## src/rtl/sevseg_mux_ctrl.sv

```systemverilog
// rtl/sevseg_mux_ctrl.sv - Wishbone eight-digit seven-segment mux controller.
// Optional leading-zero blanking: SEVSEG_LZ_BLANK_EN.
module sevseg_mux_ctrl #(
    parameter logic [15:0] PRESCALE_RST = 16'd50000,
    parameter logic [7:0]  ENABLE_RST   = 8'hFF
) (
    input  logic        clk,
    input  logic        rst,
    input  logic [3:0]  wb_adr_i,
    input  logic [31:0] wb_dat_i,
    input  logic [3:0]  wb_sel_i,
    input  logic        wb_we_i,
    input  logic        wb_cyc_i,
    input  logic        wb_stb_i,
    output logic [31:0] wb_dat_o,
    output logic        wb_ack_o,
    output logic [7:0]  AN,
    output logic [6:0]  seg
);

    typedef enum logic {ST_BLANK, ST_SHOW} state_t;

    logic [31:0] digits;
    logic [7:0]  enable;
    logic [15:0] prescale;
    logic [15:0] cnt;
    logic [2:0]  idx;
    state_t      state;

    logic        access;
    logic        tick;
    logic [31:0] rd_data;
    logic [3:0]  nibble;
    logic [7:0]  digit_on;

    wire unused_adr = &{1'b0, wb_adr_i[1:0]};

    function automatic logic [6:0] hex_decode(input logic [3:0] v);
        case (v)
            4'h0: hex_decode = 7'h01;
            4'h1: hex_decode = 7'h4F;
            4'h2: hex_decode = 7'h12;
            4'h3: hex_decode = 7'h06;
            4'h4: hex_decode = 7'h4C;
            4'h5: hex_decode = 7'h24;
            4'h6: hex_decode = 7'h20;
            4'h7: hex_decode = 7'h0F;
            4'h8: hex_decode = 7'h00;
            4'h9: hex_decode = 7'h04;
            4'hA: hex_decode = 7'h08;
            4'hB: hex_decode = 7'h60;
            4'hC: hex_decode = 7'h31;
            4'hD: hex_decode = 7'h42;
            4'hE: hex_decode = 7'h30;
            default: hex_decode = 7'h38;
        endcase
    endfunction

    assign access = wb_cyc_i & wb_stb_i & ~wb_ack_o;
    assign tick   = (cnt == 16'd0);
    assign nibble = digits[{idx, 2'b00} +: 4];

`ifdef SEVSEG_LZ_BLANK_EN
    logic [7:0] lz_keep;

    // Digit n stays lit only while some nibble at or above n is non-zero.
    always_comb begin
        lz_keep = 8'h01;
        for (int n = 1; n < 8; n++) begin
            lz_keep[n] = |(digits >> (4 * n));
        end
    end

    assign digit_on = enable & lz_keep;
`else
    assign digit_on = enable;
`endif

    always_comb begin
        rd_data = 32'h0;
        case (wb_adr_i[3:2])
            2'd0:    rd_data = digits;
            2'd1:    rd_data = {24'h0, enable};
            2'd2:    rd_data = {16'h0, prescale};
            default: rd_data = {29'h0, idx};
        endcase
    end

    always_ff @(posedge clk) begin
        if (rst) begin
            wb_ack_o <= 1'b0;
            wb_dat_o <= 32'h0;
            digits   <= 32'h0;
            enable   <= ENABLE_RST;
            prescale <= PRESCALE_RST;
        end else begin
            wb_ack_o <= access;
            if (access) begin
                wb_dat_o <= rd_data;
                if (wb_we_i) begin
                    case (wb_adr_i[3:2])
                        2'd0: begin
                            for (int b = 0; b < 4; b++) begin
                                if (wb_sel_i[b]) digits[8*b +: 8] <= wb_dat_i[8*b +: 8];
                            end
                        end
                        2'd1: if (wb_sel_i[0]) enable <= wb_dat_i[7:0];
                        2'd2: begin
                            if (wb_sel_i[0]) prescale[7:0]  <= wb_dat_i[7:0];
                            if (wb_sel_i[1]) prescale[15:8] <= wb_dat_i[15:8];
                        end
                        default: ;
                    endcase
                end
            end
        end
    end

    // Pins follow the state register by one cycle, so every tick yields one dark cycle.
    always_ff @(posedge clk) begin
        if (rst) begin
            cnt   <= PRESCALE_RST;
            idx   <= 3'd0;
            state <= ST_BLANK;
            AN    <= 8'hFF;
            seg   <= 7'h7F;
        end else begin
            if (tick) begin
                cnt   <= prescale;
                idx   <= idx + 3'd1;
                state <= ST_BLANK;
            end else begin
                cnt   <= cnt - 16'd1;
                state <= ST_SHOW;
            end
            if (state == ST_SHOW) begin
                AN  <= digit_on[idx] ? ~(8'b1 << idx) : 8'hFF;
                seg <= hex_decode(nibble);
            end else begin
                AN  <= 8'hFF;
                seg <= 7'h7F;
            end
        end
    end

endmodule

```

## config.mk

```make
export PLATFORM = sky130hd
export DESIGN_NAME = sevseg_mux_ctrl
export DESIGN_NICKNAME = d
export VERILOG_FILES = /design/src/rtl/sevseg_mux_ctrl.sv
export SDC_FILE = /design/constraint.sdc
export NUM_CORES = 1
export LEC_CHECK = 0
export BUFFER_PORTS_ARGS = -buffer_cell sky130_fd_sc_hd__buf_2
export CAP_MARGIN = 30
export CORE_MARGIN = 2
export CORE_UTILIZATION = 55
export DETAILED_ROUTE_END_ITERATION = 8
export MAX_ROUTING_LAYER = met4
export PLACE_DENSITY = 0.76
export SLEW_MARGIN = 10
export SYNTH_ARGS = -nofsm -noshare
export SYNTH_HDL_FRONTEND = slang
export SYNTH_SLANG_ARGS = --single-unit
```

## constraint.sdc

```tcl
create_clock -name clk -period 6.13 [get_ports clk]
set_clock_uncertainty 0.05 [all_clocks]
set_input_delay 0.613 -clock clk [delete_from_list [all_inputs] [get_ports clk]]
set_output_delay 0.613 -clock clk [all_outputs]
set_load 0.02 [all_outputs]
```

Word level (Yosys, flattened, before mapping)
Memory sizes are Yosys's and may differ from the RTL's. A register that Yosys moved wholly into a read port is not among the register bits.
Cells that the tools add are included.
Widths: inputs -> output; s select.

storage, ports and cells
  flip-flop bits (word level) = 117
  ROM bits = 112
  input bits = 45
  output and inout bits = 48
  memories = 1

cells by class
  $add $sub $neg = 2
  magnitude comparators = 1
  equal/unequal tests = 2
  shifts and indexed selects = 2
  multiplexer cells = 5
  bitwise gates (word level) = 6
  reductions and logical operators = 11

memories
  memory           words  width  read ports  clocked after memory_dff  write ports  line  text
  (no name shown)  16     7      1           1                         0            39    case (v)

operators by type and width
  operator               count
  $pmux 32 s3            1
  $shiftx 32x6->4        1
  $reduce_and 4->1       7
  $logic_not 16->1       1
  $mux 16                1
  $sub 16x1->16 const B  1
  $not 8->8              1
  $shl 1x3->8 const A    1
  $lt 3x4->1 const B     1
  $add 3x1->3 const B    1
  $bmux 1 s3             1
  $not 1->1              3
  $reduce_or 3->1        1
  $and 1x1->1            2
  $eq 2x1->1 const B     1
  $eq 2x2->1 const B     1
  $logic_not 2->1        1
  $mux 1                 2
  $reduce_or 2->1        1

Longest topological paths before layout
  depth in word-level cells = 4
  depth in mapped cells = 10
  depth with buffers taken out = 8

Worst setup path after synthesis
Ideal clock, no wire load.

  path type = reg-to-reg
  from = reg idx[0]
  to = reg seg[3]
  setup time = 0.137 ns
  data arrival time = 2.471 ns
  slack = 3.472 ns
  cell stages (with the launch flop) = 9
  cells stage by stage = dfxtp_1 buf_2 buf_2 mux4_2 mux2i_1 inv_1 ha_1 a2111oi_0 a31oi_1

between the ends
  word-level cells in the longest chain between the ends = 1

RTL lines
  element                 line  text
  start, declared         27    logic [2:0] idx;
  start signal, assigned  130   idx <= idx + 3'd1;
  $shiftx 32x6->4         61    assign nibble = digits[{idx, 2'b00} +: 4];
  end, declared           18    output logic [6:0] seg

Every way passes these cells.
A chain may end at the register's enable or synchronous reset.

Worst setup path after layout
Ends and elaborated chain as after synthesis.

==> results.toml <==
[yosys]
syn_avg_cell_area_um2 = 9.71
synth_area_um2 = 5420
async_flop_share_pct = 0
syn_nets = 617
ys.flop_type = "dfxtp_1"
synth-seq-cells = 124
syn_inst = 558
ys_seq_area_share_pct = 45.8
synth_edf_count = 0
synth.distinct_cells = 50
ys_warn_count = 0

[min_path]
min_from = "wb_dat_i[26]"
hold_path_end = "digits[26]$_SDFFE_PP0P_"
hp-class = "in2reg"
holdPathStages = 3

[detailed_routing]
wl_um = 13200
vias = 4375
drc = 0
firstDrtPassIters = 4
met1_length_um = 5820
topRoutingLayerUsed = "met4"
wl_met2_um = 6410
antenna_left = 0
wl_met3_um = 670
wire_per_inst_um = 16.8
drtIter0Drc = 232
vias_per_cell = 5.57

[clocking]
htreeDepth = 4
cts_setup_buffers = 0
clkSinkCount = 124
hold_buffers = 0
tritoncts = "done"
post_cts_resized = 0
clk_path_buf_depth = 2
cts_root_buffer = "clkbuf_8"
clk_pin_slew_worst_paths_ps = 50
numCtsBuffers = 17
clock_latency_ps = 520

[timing]
finalSetupViolations = 0
setup_tns_ps = 0
drv_slew = 0
slew_headroom_pct = 35.9
period_needed_ps = 3140
final_hold_viol_count = 0
fin_crit_sh_pct = 51.3
max_freq_ghz = 0.318
rsz0062_at_grt = "no"
tightest_slew_ps = 961

[critical_path]
regToRegSetupSlack_ps = 2990
crit_fanout = 13
reg2reg_to = "seg[3]$_SDFF_PP1_"
critPathKind = "reg2reg"
worstPathRequired_ps = 6440
arrival_ps = 3460
worst_setup_path_end_kind = "register"
r2r_cells = 7
critPathLaunchType = "register"
r2r_start = "idx[0]$_SDFFE_PP0P_"

[global_routing]
grt_first_pass_wirelength_um = 21000
track_usage_pct = 26.7
antenna_found_initial = 1
grt_max_degree = 91
grt_pass1_vias = 4277
grt_overflow_total = 0

[final_layout]
final_cell_mix = "dfxtp_1, nor2_1, buf_2, mux2i_1, nand2_1"
finalCoreUtilization_pct = 67.5
layout_commonest_cell = "dfxtp_1"
num-nets-final = 698
layout-drive-gt1-share_pct = 23.6
fin_cells = 786
syn2layout_area_growth_pct = 20.7
fillers = 756

[power_and_ir_drop]
p_per_area_nw_per_um2 = 296
p_leak_nw = 2.72
total_power_w = 0.00193
vdd.ir_drop.worst_uv = 233

[placement]
placed_cells = 749
port_buffers = 90
dpl.hpwl_um = 8760
place_congestion = 0.817

[die]
std_cell_rows = 36
die_w_um = 103
die-height_um = 103
dieArea_um2 = 10700
start_util_pct = 56.0
pin_count = 93
core-area_um2 = 9680

[run_status]
status = "complete, no violations"

[job]
cap_viol_max_count = 0
state kept, by name, indices dropped and copies added (netlist names):
| register | flops |
|---|---|
| digits | 32 |
| state | 1 |
| digit_on | 8 |
| seg | 7 |
| AN | 8 |
| cnt | 16 |
| idx | 3 |
| wb_dat_o | 32 |
| prescale | 16 |
| wb_ack_o | 1 |
cell usage after synthesis (5+ instances only):
master,n,area [um^2]
xnor2_1,9,78.8
o21ai_0,9,45.0
dfxtp_1,124,2480
nor3_1,20,100
a22oi_1,17,128
clkbuf_1,26,97.6
nand2_1,40,150
buf_2,5,25.0
nor2_1,107,402
nand3_1,7,35.0
mux4_2,11,248
a21oi_1,16,80.1
inv_1,9,33.8
a211oi_1,8,60.1
ha_1,14,175
mux2i_1,76,761
a211oi_2,9,113
worst max-delay path: stages (launching register included):
cell and delay [ps]:
dfxtp_1 560, buf_16 210, mux4_2 520, mux2i_1 600, inv_1 150, ha_1 310
a2111oi_0 470, a31oi_1 120
layer usage:
metal / vias to the layer above / track usage, %
li1: 2128 / -
met1: 2094 / 34.0
met2: 132 / 42.0
met3: 21 / 5.91
met4: 0 / 9.92
met5: - / -
metrics by stage:
step	hold slack, ps	instance area [um^2]	worst slack [ps]
after floorplan	403	5420	3470
after global placement	390	5890	2860
after detailed placement	395	5900	2770
after CTS	267	6480	2600
after global routing	264	6540	2790
final	282	6540	2990
cell families after synthesis:
group | after synthesis | share of synthesized area [%]
muxes | 89 | 19.0
adders and majority gates | 14 | 3.23
and+or+nand+nor | 198 | 16.0
AOI/OAI and AO/OA | 76 | 10.3
xor gates and xnor gates | 12 | 1.94
buffers and inverters | 45 | 3.74
DFF | 124 | 45.8
final cells by class:
class | instances | area (um^2) | share of cell area (%)
inverters | 10 | 37.5 | 0.574
flip-flops and latches | 124 | 2480 | 37.9
diodes | 1 | 2.50 | 0.0383
repair buffers | 97 | 531 | 8.11
clock inverters | 11 | 144 | 2.20
well taps | 133 | 166 | 2.54
clock buffers | 21 | 439 | 6.71
multi-input cells | 389 | 2740 | 41.9
worst max path at each step:
| stage | from | endpoint | slack, ps | cells after the start |
|---|---|---|---|---|
| after floorplan | idx[0]$_SDFFE_PP0P_ | seg[3]$_SDFF_PP1_ | 3470 | 8 |
| after global placement | idx[0]$_SDFFE_PP0P_ | seg[6]$_SDFF_PP1_ | 2860 | 5 |
| after detailed placement | idx[0]$_SDFFE_PP0P_ | seg[3]$_SDFF_PP1_ | 2770 | 6 |
| after CTS | idx[0]$_SDFFE_PP0P_ | seg[3]$_SDFF_PP1_ | 2600 | 6 |
| after global routing | idx[0]$_SDFFE_PP0P_ | seg[3]$_SDFF_PP1_ | 2790 | 7 |
| final | idx[0]$_SDFFE_PP0P_ | seg[3]$_SDFF_PP1_ | 2990 | 7 |
power breakdown:
group / switching, W / total (W) / internal, W
Combinational: 0.0000745 / 0.000121 / 0.0000463
Clock: 0.000351 / 0.000979 / 0.000628
Sequential: 0.0000120 / 0.000835 / 0.000823
Note: power is estimated with default switching activity, not from simulation.
